[config.mk]
export PLATFORM = sky130hd
export DESIGN_NAME = stream_demux4
export DESIGN_NICKNAME = d
export VERILOG_FILES = /design/src/rtl/stream_demux4.sv
export SDC_FILE = /design/constraint.sdc
export NUM_CORES = 1
export LEC_CHECK = 0
export ABC_AREA = 1
export BUFFER_PORTS_ARGS = -buffer_cell sky130_fd_sc_hd__buf_2
export CAP_MARGIN = 10
export CORE_AREA = 2 2 82 84
export CTS_CLUSTER_DIAMETER = 40
export DETAILED_ROUTE_END_ITERATION = 10
export DIE_AREA = 0 0 84 86
export PLACE_DENSITY = 0.78
export SKIP_LAST_GASP = 1
export SLEW_MARGIN = 20
export SYNTH_ARGS = -nofsm -noshare
export SYNTH_HDL_FRONTEND = slang
export SYNTH_SLANG_ARGS = --single-unit
[constraint.sdc]
create_clock -name clk -period 2.7 [get_ports clk]
set_input_delay 0.135 -clock clk [delete_from_list [all_inputs] [get_ports clk]]
set_output_delay 0.135 -clock clk [all_outputs]
set_load 0.005 [all_outputs]
[src/rtl/stream_demux4.sv]
// Purpose: 1-to-4 stream demux, one holding register and a saturating word counter per channel.
// Latency: 1 cycle from input accept to out_valid; no combinational in_data->out_data path.
// Backpressure: in_ready reflects only the addressed channel (empty, or draining this cycle).
module stream_demux4 #(
    parameter int WIDTH       = 8,
    parameter int COUNT_WIDTH = 8
) (
    input  logic                   clk,
    input  logic                   reset,
    input  logic                   in_valid,
    output logic                   in_ready,
    input  logic [1:0]             in_addr,
    input  logic [WIDTH-1:0]       in_data,
    output logic [3:0]             out_valid,
    input  logic [3:0]             out_ready,
    output logic [WIDTH-1:0]       out_data0,
    output logic [WIDTH-1:0]       out_data1,
    output logic [WIDTH-1:0]       out_data2,
    output logic [WIDTH-1:0]       out_data3,
    input  logic                   count_clear,
    output logic [COUNT_WIDTH-1:0] count0,
    output logic [COUNT_WIDTH-1:0] count1,
    output logic [COUNT_WIDTH-1:0] count2,
    output logic [COUNT_WIDTH-1:0] count3
);

    typedef enum logic {
        EMPTY = 1'b0,
        FULL  = 1'b1
    } chan_state_t;

    chan_state_t            state_q [4];
    chan_state_t            state_d [4];
    logic [WIDTH-1:0]       data_q  [4];
    logic [COUNT_WIDTH-1:0] cnt_q   [4];
    logic                   accept;
    logic [3:0]             acc;

    // Channel valid flags are just the FULL state of each holding register.
    always_comb begin
        out_valid = 4'b0000;
        for (int i = 0; i < 4; i++) begin
            out_valid[i] = (state_q[i] == FULL);
        end
    end

    // A channel can take a word when empty or when its consumer drains it this cycle.
    assign in_ready = ~reset & (~out_valid[in_addr] | out_ready[in_addr]);
    assign accept   = in_valid & in_ready;

    // Per-channel accept decode and EMPTY/FULL next-state.
    always_comb begin
        acc = 4'b0000;
        for (int i = 0; i < 4; i++) begin
            state_d[i] = state_q[i];
            acc[i]     = accept & (in_addr == i[1:0]);
            if (acc[i]) begin
                state_d[i] = FULL;
            end else if (state_q[i] == FULL && out_ready[i]) begin
                state_d[i] = EMPTY;
            end
        end
    end

    // Channel state, held data and saturating counters; data is kept (not cleared) on drain.
    always_ff @(posedge clk) begin
        for (int i = 0; i < 4; i++) begin
            if (reset) begin
                state_q[i] <= EMPTY;
                data_q[i]  <= '0;
                cnt_q[i]   <= '0;
            end else begin
                state_q[i] <= state_d[i];
                if (acc[i]) begin
                    data_q[i] <= in_data;
                end
                if (count_clear) begin
                    cnt_q[i] <= '0;
                end else if (acc[i] && (cnt_q[i] != '1)) begin
                    cnt_q[i] <= cnt_q[i] + COUNT_WIDTH'(1);
                end
            end
        end
    end

    assign out_data0 = data_q[0];
    assign out_data1 = data_q[1];
    assign out_data2 = data_q[2];
    assign out_data3 = data_q[3];
    assign count0    = cnt_q[0];
    assign count1    = cnt_q[1];
    assign count2    = cnt_q[2];
    assign count3    = cnt_q[3];

endmodule

==> flow_summary.ini, run 1 <==
[status]
run_status = completed

[synth]
postSynthNetCount = 308
synth-async-reset-ratio = 0
synth-warning-count = 0
avgSynthCellArea_um2 = 11.28
synthesis.instances = 286
synth_top_area_share = 0.5956
sequential_share_of_the_synthesized_area = 0.6204
postSynth.topFlopCell = sky130_fd_sc_hd__edfxtp_1
yosys-top-cells-count = sky130_fd_sc_hd__edfxtp_1 (64), sky130_fd_sc_hd__nor2_1 (42), sky130_fd_sc_hd__nand2_1 (36), sky130_fd_sc_hd__nor3_1 (33), sky130_fd_sc_hd__inv_1 (27)
post-synth-top-area-cell = sky130_fd_sc_hd__edfxtp_1
netlist_top_cells_area = sky130_fd_sc_hd__edfxtp_1 (60%), sky130_fd_sc_hd__nor3_1 (5.1%), sky130_fd_sc_hd__nor2_1 (4.9%)
syn_area_mm2 = 0.003227
synth_cell_type_count = 26
ys_seq_elements = 68
synth_edf_count = 64
post-synth-top-count-cell = sky130_fd_sc_hd__edfxtp_1

[critical_path]
worst_setup_path_startpoint = cnt_q[2][0]
worst_path_dominant_cell_family = compound AO/OA/AOI/OAI gates
cp_slowest_cell = sky130_fd_sc_hd__o21ai_0
reg2reg_slack_ns = 0.33
worstSetupStartpointType = flip-flop
endpoint = cnt_q[2][1]
r2r-start = cnt_q[2][0]
path_cells = ha_1 -> nand3_1 -> nor2_1 -> nand3_1 -> o21ai_2 -> o21ai_0
crit_path_max_incr_delay_ns = 0.90
worst-path-buf-inv = 0
worst-setup-path-type = reg2reg
crit_arrival_ns = 2.32
cpMostUsedCell = sky130_fd_sc_hd__nand3_1
worst_setup_path_end_kind = flip-flop
r2r_end = cnt_q[2][1]
worst-r2r-cell-count = 6
worst-endpoint-required_ns = 2.65
cp_max_fo = 9
critical_path_depth = 6

[power]
power-per-cell-area_mw_per_mm2 = 583.6
p_leak_nw = 1.697
ir_drop_mv = 0.3343

[global_route]
busiest_layer = met2
grt_antenna_before_repair = 0
via_count_of_the_first_global_routing_pass = 2254
global_route.overflow_total = 0
met3_usage = 0.07700
grt_pass1_wl_um = 10440
met1_usage = 0.2417
global_route.usage.met2 = 0.2851
groute.usage.overall = 0.1879
grt_start_max_net_pins = 20

[timing]
worst_clock_skew_ns = 0.006297
worst_slew_pin_slew_ns = 1.085
finalSetupViolCount = 0
post_route_fraction_of_the_period_consumed_by_the_critical_path = 0.8764
number_of_max_slew_violations_in_the_final_report = 0
timing_hold_violations_final = 0
timing.slew.headroom = 0.2690
final.setup.tns_ns = 0
grt_setup_unrepaired = false
period_needed_ns = 2.366
fmaxAchievable_ghz = 0.4226
holdWs_ns = 0.08567

[cells_and_area]
area.growth.synth_to_final_pct = 21.13
fillCellCount = 525
net_total_in_the_final_layout = 400
antenna-diode-count = 0
final_design_area_no_fill_mm2 = 0.003909
final_layout_size_suffix_gt1_frac = 0.3185

[route]
avgRoutedWirePerCell_um = 14.19
dr.first_iter.drc_count = 120
via_count_normalized_by_instance_count = 5.120
drt_wl_total_um = 6528
count_of_vias_placed_by_the_detailed_router = 2355
drcViolationCount = 0
drt_pre_antenna_iters = 4
drt.antenna.violating_nets = 0

[clocking]
clk_latency_ns = 0.33
clock_sink_count = 68
post-cts-setup-buffer-count = 0
cts_htree_levels = 3
cts_root_buf = sky130_fd_sc_hd__clkbuf_8
clk_pin_slew_worst_paths_ns = 0.07
cts-root-to-sink-buffers = 2
cts_hold_repair.buffers = 0
cts-resized-gates = 0
tritoncts = yes
tritoncts_buffer_count = 9

[die]
die_h_um = 86
fp-row-count = 29
core_ar_mm2 = 0.006277
floorplan.die_area_mm2 = 0.007224
boundaryPins = 87
dieWidth_um = 84
start_util = 0.5141

[flow_run]
max_cap_viol_count = 0

[placed_design]
hpwl_um = 4934
placement.io_buffers = 86
globalplace.congestion = 0.8622
dpl_cell_area_mm2 = 0.003701

[min_path]
hold_class = in2reg
==> layout by cell type (no fill, tap or decap), types with 5 or more instances in the layout <==
cell type	count
sky130_fd_sc_hd__buf_2	86
sky130_fd_sc_hd__edfxtp_1	64
sky130_fd_sc_hd__nor2_1	42
sky130_fd_sc_hd__nand2_1	36
sky130_fd_sc_hd__nor3_1	33
sky130_fd_sc_hd__inv_1	27
sky130_fd_sc_hd__nand3_1	17
sky130_fd_sc_hd__xor2_1	12
sky130_fd_sc_hd__xnor2_1	9
sky130_fd_sc_hd__clkbuf_8	9
sky130_fd_sc_hd__buf_4	5
==> stage by stage <==
step	std cells	setup slack, ns	utilization	power, mW
after floorplan	286	0.5883	-	1.347
after global placement	444	0.4207	0.5896	1.428
after detailed placement	444	0.2935	0.5896	1.433
after CTS	460	0.2824	0.6227	2.299
after global routing	460	0.1634	0.6227	2.362
final	460	0.3337	0.6227	2.281
==> worst min-delay path: stages <==
cell	delay [ns]
sky130_fd_sc_hd__buf_2	0.09
sky130_fd_sc_hd__inv_1	0.03
sky130_fd_sc_hd__nand2_1	0.06
sky130_fd_sc_hd__a21oi_2	0.05
==> final cells by class <==
class                           instances  area [um^2]  area share
Tap cell                               77        96.34     0.02465
Sequential cell                        68         2002      0.5122
Timing Repair Buffer                   91        467.9      0.1197
Multi-Input combinational cell        178         1020      0.2609
Clock buffer                           11        131.4     0.03361
Inverter                               30        115.1     0.02945
Clock inverter                          5        76.32     0.01953
==> report_power, final <==
group          internal [mW]  leakage, nW  switching (mW)
clock network          0.516        0.101           0.357
logic                 0.0681        0.864           0.113
registers               1.20        0.732          0.0306
==> cell families after synthesis <==
group,after synthesis,share of synthesized area
AOI/OAI and AO/OA,13,0.02869
xor gates and xnor gates,21,0.05700
adders and majority gates,4,0.01551
buffers and inverters,40,0.06359
DFF,68,0.6204
and+or+nand+nor,140,0.2148
==> worst min path at each step <==
stage,start,to,slack (ns),depth (start not counted)
3_3_place_gp,out_ready[3],state_q[3],0.42,4
3_5_place_dp,out_ready[3],state_q[3],0.43,4
4_1_cts,out_ready[0],state_q[0],0.07,4
2_1_floorplan,out_ready[0],state_q[0],0.31,3
6_report,out_ready[0],state_q[0],0.09,4
5_1_grt,out_ready[0],state_q[0],0.08,4
==> sequential cells by signal (all words and copies together) (netlist names) <==
| name | cells |
|---|---|
| state_q | 4 |
| cnt_q | 32 |
| data_q | 32 |
==> metal layers <==
metal | part of all wire | vias to the layer above
li1 | - | 1162
met1 | 0.46 | 1097
met2 | 0.46 | 86
met3 | 0.072 | 10
met4 | 0.016 | 0
met5 | 0 | -
(Power assumes the default switching activity.)
==> run 2, diff against run 1 <==
CELL_PAD_IN_SITES_DETAIL_PLACEMENT = 0   (was default)
CELL_PAD_IN_SITES_GLOBAL_PLACEMENT = 1   (was default)
CORE_AREA = 2 2 93 95   (was 2 2 82 84)
DIE_AREA = 0 0 95 97   (was 0 0 84 86)
PLACE_DENSITY = default   (was 0.78)
PLACE_DENSITY_LB_ADDON = 0.1   (was default)
==> run 2 against run 1 <==
  * Die area increased by 28%
  * Sequential power about the same
  * Highest routed layer unchanged
  * Worst setup slack improved by 0.35 ns
  * Critical path depth unchanged
==> flow_summary.ini, run 2 (synthesis gave the netlist of run 1 again) <==
[global_route]
grt_antenna_before_repair = 0
grt_pass1_wl_um = 11140
via_count_of_the_first_global_routing_pass = 2145
groute.usage.overall = 0.1600
met1_usage = 0.2327
busiest_layer = met2
grt_start_max_net_pins = 20
global_route.overflow_total = 0
global_route.usage.met2 = 0.2379
met3_usage = 0.03037

[timing]
worst_clock_skew_ns = 0.008305
fmaxAchievable_ghz = 0.4964
finalSetupViolCount = 0
setup_slack_ns = 0.6855
post_route_fraction_of_the_period_consumed_by_the_critical_path = 0.7461
timing_hold_violations_final = 0
holdWs_ns = 0.07006
number_of_max_slew_violations_in_the_final_report = 0
grt_setup_unrepaired = false
timing.slew.headroom = 0.4979
worst_slew_pin_slew_ns = 0.7482
final.setup.tns_ns = 0
period_needed_ns = 2.015

[die]
fp-row-count = 33
core_ar_mm2 = 0.008134
floorplan.die_area_mm2 = 0.009215
start_util = 0.3967
dieWidth_um = 95
die_h_um = 97
boundaryPins = 87

[placed_design]
globalplace.congestion = 0.7482
post-place-ws_ns = 0.3661
hpwl_um = 5177
placement.io_buffers = 86
dpl_cell_area_mm2 = 0.003759

[clocking]
tritoncts = yes
cts_root_buf = sky130_fd_sc_hd__clkbuf_8
post-cts-setup-buffer-count = 0
clk_latency_ns = 0.34
clock_sink_count = 68
clk_pin_slew_worst_paths_ns = 0.08
cts-resized-gates = 0
cts-root-to-sink-buffers = 2
tritoncts_buffer_count = 9
cts_hold_repair.buffers = 0
cts_htree_levels = 3

[critical_path]
crit_path_max_incr_delay_ns = 0.60
cp_slowest_cell = sky130_fd_sc_hd__o21ai_1
path_cells = ha_1 -> nand3_1 -> nor2_1 -> nand3_1 -> o21ai_2 -> o21ai_1
worst-setup-path-type = reg2reg
r2r_end = cnt_q[2][5]
crit_arrival_ns = 1.98
worst_path_dominant_cell_family = compound AO/OA/AOI/OAI gates
worst-path-buf-inv = 0
worstSetupStartpointType = flip-flop
r2r-start = cnt_q[2][0]
critical_path_depth = 6
reg2reg_slack_ns = 0.69
worst-r2r-cell-count = 6
worst-endpoint-required_ns = 2.67
cp_max_fo = 8
worst_setup_path_end_kind = flip-flop
cpMostUsedCell = sky130_fd_sc_hd__nand3_1

[status]
run_status = completed

[route]
avgRoutedWirePerCell_um = 14.74
drcViolationCount = 0
via_count_normalized_by_instance_count = 4.701
dr.first_iter.drc_count = 54
drt_pre_antenna_iters = 4
drt.antenna.violating_nets = 0
drt_wl_total_um = 7239
count_of_vias_placed_by_the_detailed_router = 2308

[cells_and_area]
net_total_in_the_final_layout = 403
fillCellCount = 786
reg.largest.list = cnt_q x32, data_q x32, state_q x4
area.growth.synth_to_final_pct = 23.38
final_common_cell = sky130_fd_sc_hd__buf_2
antenna-diode-count = 0
final_design_area_no_fill_mm2 = 0.003981
mostFrequentLayoutCells = sky130_fd_sc_hd__buf_2 (86), sky130_fd_sc_hd__edfxtp_1 (64), sky130_fd_sc_hd__nor2_1 (42), sky130_fd_sc_hd__nand2_1 (36), sky130_fd_sc_hd__nor3_1 (33)
fin_util = 0.4895
final_layout_size_suffix_gt1_frac = 0.3316

[power]
ir_drop_mv = 0.2968
p_leak_nw = 1.721
power-per-cell-area_mw_per_mm2 = 590.9

[min_path]
timing.hold.worst_path_depth = 4
timing.hold.worst.start = out_ready[1]
hold_class = in2reg
worstHoldEndpoint = state_q[1]

[flow_run]
max_cap_viol_count = 0
-- run 2: changes by cell type in the layout (fill, tap and decap cells not counted) --
cell | previous run | this run
sky130_fd_sc_hd__buf_4 | 5 | 8
sky130_fd_sc_hd__clkbuf_1 | 2 | 0
sky130_fd_sc_hd__clkinv_1 | 1 | 0
sky130_fd_sc_hd__clkinv_4 | 0 | 1
sky130_fd_sc_hd__inv_6 | 0 | 2
-- run 2: power by group --
group | switching, mW | leakage [nW] | internal [mW]
Combinational | 0.116 | 0.878 | 0.0712
Sequential | 0.0322 | 0.732 | 1.20
Clock | 0.410 | 0.110 | 0.526
-- run 2: area by class of cell --
| type | instances | area, um^2 | share of cell area |
|---|---|---|---|
| clock buffer | 9 | 123.9 | 0.03111 |
| timing repair buffer | 94 | 490.5 | 0.1232 |
| clock inverter | 7 | 98.84 | 0.02483 |
| multi-input combinational | 178 | 1020 | 0.2561 |
| inverter | 30 | 115.1 | 0.02891 |
| sequential | 68 | 2002 | 0.5028 |
| tap | 105 | 131.4 | 0.03300 |
-- run 2: metal layers --
layer	share of wire	up-vias
met4	0.013	0
met2	0.47	58
met3	0.044	10
li1	-	1162
met1	0.48	1078
met5	0	-
-- run 2: worst register-to-register path, stage by stage (launching register included) --
cell and delay (ns):
sky130_fd_sc_hd__edfxtp_1 0.44, sky130_fd_sc_hd__ha_1 0.25, sky130_fd_sc_hd__nand3_1 0.12, sky130_fd_sc_hd__nor2_1 0.07
sky130_fd_sc_hd__nand3_1 0.10, sky130_fd_sc_hd__o21ai_2 0.07, sky130_fd_sc_hd__o21ai_1 0.60
-- run 2: metrics by stage --
step	power (mW)	cells
2_1_floorplan	1.347	286
3_3_place_gp	1.441	475
3_5_place_dp	1.443	475
4_1_cts	2.381	491
5_1_grt	2.447	491
6_report	2.353	491
-- run 2: worst max path at each step --
stage | start | end | slack [ns]
floorplan | cnt_q[3][0] | cnt_q[3][0] | 0.59
global placement | cnt_q[1][0] | cnt_q[1][1] | 0.40
detailed placement | cnt_q[2][0] | cnt_q[2][2] | 0.37
CTS | cnt_q[2][0] | cnt_q[2][5] | 0.35
global route | cnt_q[1][0] | cnt_q[1][6] | 0.49
finish | cnt_q[2][0] | cnt_q[2][5] | 0.69
==> run 3, diff against run 2 <==
CORE_AREA = 2 2 97 99   (was 2 2 93 95)
DIE_AREA = 0 0 99 101   (was 0 0 95 97)
clock period = 1.7 ns   (was 2.7 ns; I/O delays follow)
==> run 3 against run 2 <==
  * Non-clock buffer count increased by 23
  * Highest routed layer unchanged
  * Sequential share of layout area shrank 2.6 points
  * Clock power is 25% higher
  * Count of clock-buffer cells in the layout is 2 higher
  * Cell area is 5.4% higher
  * Die area increased by 8.5%
  * Critical endpoint is now cnt_q[2][0]
  * Global-route usage decreased by 1.1 points
  * Largest power group unchanged
  * Sequential cell count unchanged
  * Combinational power increased by 87%
==> flow_summary.ini, run 3 (synthesis gave the netlist of run 1 again) <==
[route]
dr.first_iter.drc_count = 51
drt_pre_antenna_iters = 4
drt.antenna.violating_nets = 0
drt_wl_total_um = 7099
count_of_vias_placed_by_the_detailed_router = 2338
avgRoutedWirePerCell_um = 13.65
via_count_normalized_by_instance_count = 4.496
drcViolationCount = 0

[timing]
worst_slew_pin_slew_ns = 0.3790
worst_clock_skew_ns = 0.009050
setup_slack_ns = 0.06799
fmaxAchievable_ghz = 0.6127
finalSetupViolCount = 0
number_of_max_slew_violations_in_the_final_report = 0
period_needed_ns = 1.632
post_route_fraction_of_the_period_consumed_by_the_critical_path = 0.9600
final.setup.tns_ns = 0
timing.slew.headroom = 0.7467
timing_hold_violations_final = 0
holdWs_ns = 0.02295
grt_setup_unrepaired = true

[flow_run]
max_cap_viol_count = 0

[placed_design]
globalplace.congestion = 0.7484
placement.io_buffers = 86
hpwl_um = 5234
dpl_cell_area_mm2 = 0.003954
post-place-ws_ns = 0.03113

[clocking]
cts-root-to-sink-buffers = 2
cts_root_buf = sky130_fd_sc_hd__clkbuf_8
tritoncts = yes
cts_hold_repair.buffers = 0
tritoncts_buffer_count = 9
clk_pin_slew_worst_paths_ns = 0.07
clock_sink_count = 68
cts_htree_levels = 3
clk_latency_ns = 0.34

[die]
floorplan.die_area_mm2 = 0.009999
boundaryPins = 87
dieWidth_um = 99
core_ar_mm2 = 0.008977
fp-row-count = 35
start_util = 0.3594
die_h_um = 101

[power]
power-per-cell-area_mw_per_mm2 = 824.4
p_leak_nw = 1.811
power.combinational.fraction = 0.101
ir_drop_mv = 0.3767
cell_internal_power_mw = 2.581
share_clk_of_total_power = 0.337
switchingPower_mw = 0.8775
p_sw_frac = 0.2537
power_frac_seq = 0.562

[cells_and_area]
antenna-diode-count = 0
net_total_in_the_final_layout = 426
reg.largest.list = cnt_q x32, data_q x32, state_q x4
mostFrequentLayoutCells = sky130_fd_sc_hd__buf_2 (86), sky130_fd_sc_hd__edfxtp_1 (64), sky130_fd_sc_hd__nor2_1 (40), sky130_fd_sc_hd__nand2_1 (34), sky130_fd_sc_hd__nor3_1 (32)
fin_util = 0.4673
final_common_cell = sky130_fd_sc_hd__buf_2
fillCellCount = 863
final_layout_size_suffix_gt1_frac = 0.3985
final_design_area_no_fill_mm2 = 0.004195
area.growth.synth_to_final_pct = 30.01

[critical_path]
worst-endpoint-required_ns = 1.79
path_cells = ha_2 -> nand3_2 -> nor2_2 -> nand3_2 -> o21ai_2 -> buf_6 -> nor3_1
worst_setup_path_end_kind = flip-flop
crit_path_max_incr_delay_ns = 0.38
cpMostUsedCell = sky130_fd_sc_hd__nand3_2
worstSetupStartpointType = flip-flop
crit_arrival_ns = 1.73
worst-setup-path-type = reg2reg
cp_max_fo = 8
cp_slowest_cell = sky130_fd_sc_hd__edfxtp_1

[global_route]
grt_start_max_net_pins = 17
groute.usage.overall = 0.1492
via_count_of_the_first_global_routing_pass = 2267
global_route.overflow_total = 0
grt_pass1_wl_um = 11350
grt_antenna_before_repair = 0

[status]
run_status = completed

[min_path]
hold_class = in2reg
## run 3: final cells by class
type,instances,area (um^2),share of cell area
multi-input combinational,178,1102,0.2628
tap,111,138.9,0.03310
inverter,30,115.1,0.02744
sequential,68,2002,0.4772
clock inverter,5,38.79,0.009245
clock buffer,11,131.4,0.03132
timing repair buffer,117,666.9,0.1590
## run 3: path summary, 6_finish.rpt
path                            cells after the start  slack (ns)    startpoint     endpoint
worst max register to register                      7        0.07   cnt_q[2][1]  cnt_q[2][0]
worst min register to register                      2        0.50    state_q[2]   state_q[2]
worst min-delay path                                4        0.02  out_ready[1]   state_q[1]
worst max-delay path                                7        0.07   cnt_q[2][1]  cnt_q[2][0]
## run 3: through the flow
stage | total power [mW] | std cells
2_1_floorplan | 2.148 | 286
3_3_place_gp | 2.325 | 501
3_5_place_dp | 2.325 | 501
4_1_cts | 3.495 | 517
5_1_grt | 3.618 | 520
6_report | 3.459 | 520
## run 3: repair_timing
item	in CTS	in global routing
buffers inserted	0	3
resized for setup	0	12
endpoints found under the setup margin	0	60
## run 3: critical path: cells and delay by family (launching register included)
family / cells / cell delay, ns
compound gates: 1 / 0.23
fa+ha+maj: 1 / 0.21
buf+inv: 1 / 0.16
flops: 1 / 0.38
simple gates: 4 / 0.41
## run 3: power groups by stage
stage          clock (mW)  combinational (mW)  sequential (mW)
6_report             1.17               0.349             1.94
5_1_grt              1.27               0.392             1.95
4_1_cts              1.21               0.348             1.94
3_5_place_dp            0               0.346             1.98
3_3_place_gp            0               0.346             1.98
2_1_floorplan           0               0.159             1.99
## run 3: metal layers
| layer | global-route usage | wire (um) | vias to the layer above |
|---|---|---|---|
| met1 | 0.2120 | 3526 | 1055 |
| met4 | 0.06322 | 76 | 0 |
| li1 | - | - | 1216 |
| met3 | 0.03537 | 358 | 8 |
| met2 | 0.2188 | 3137 | 59 |
| met5 | 0 | 0 | - |
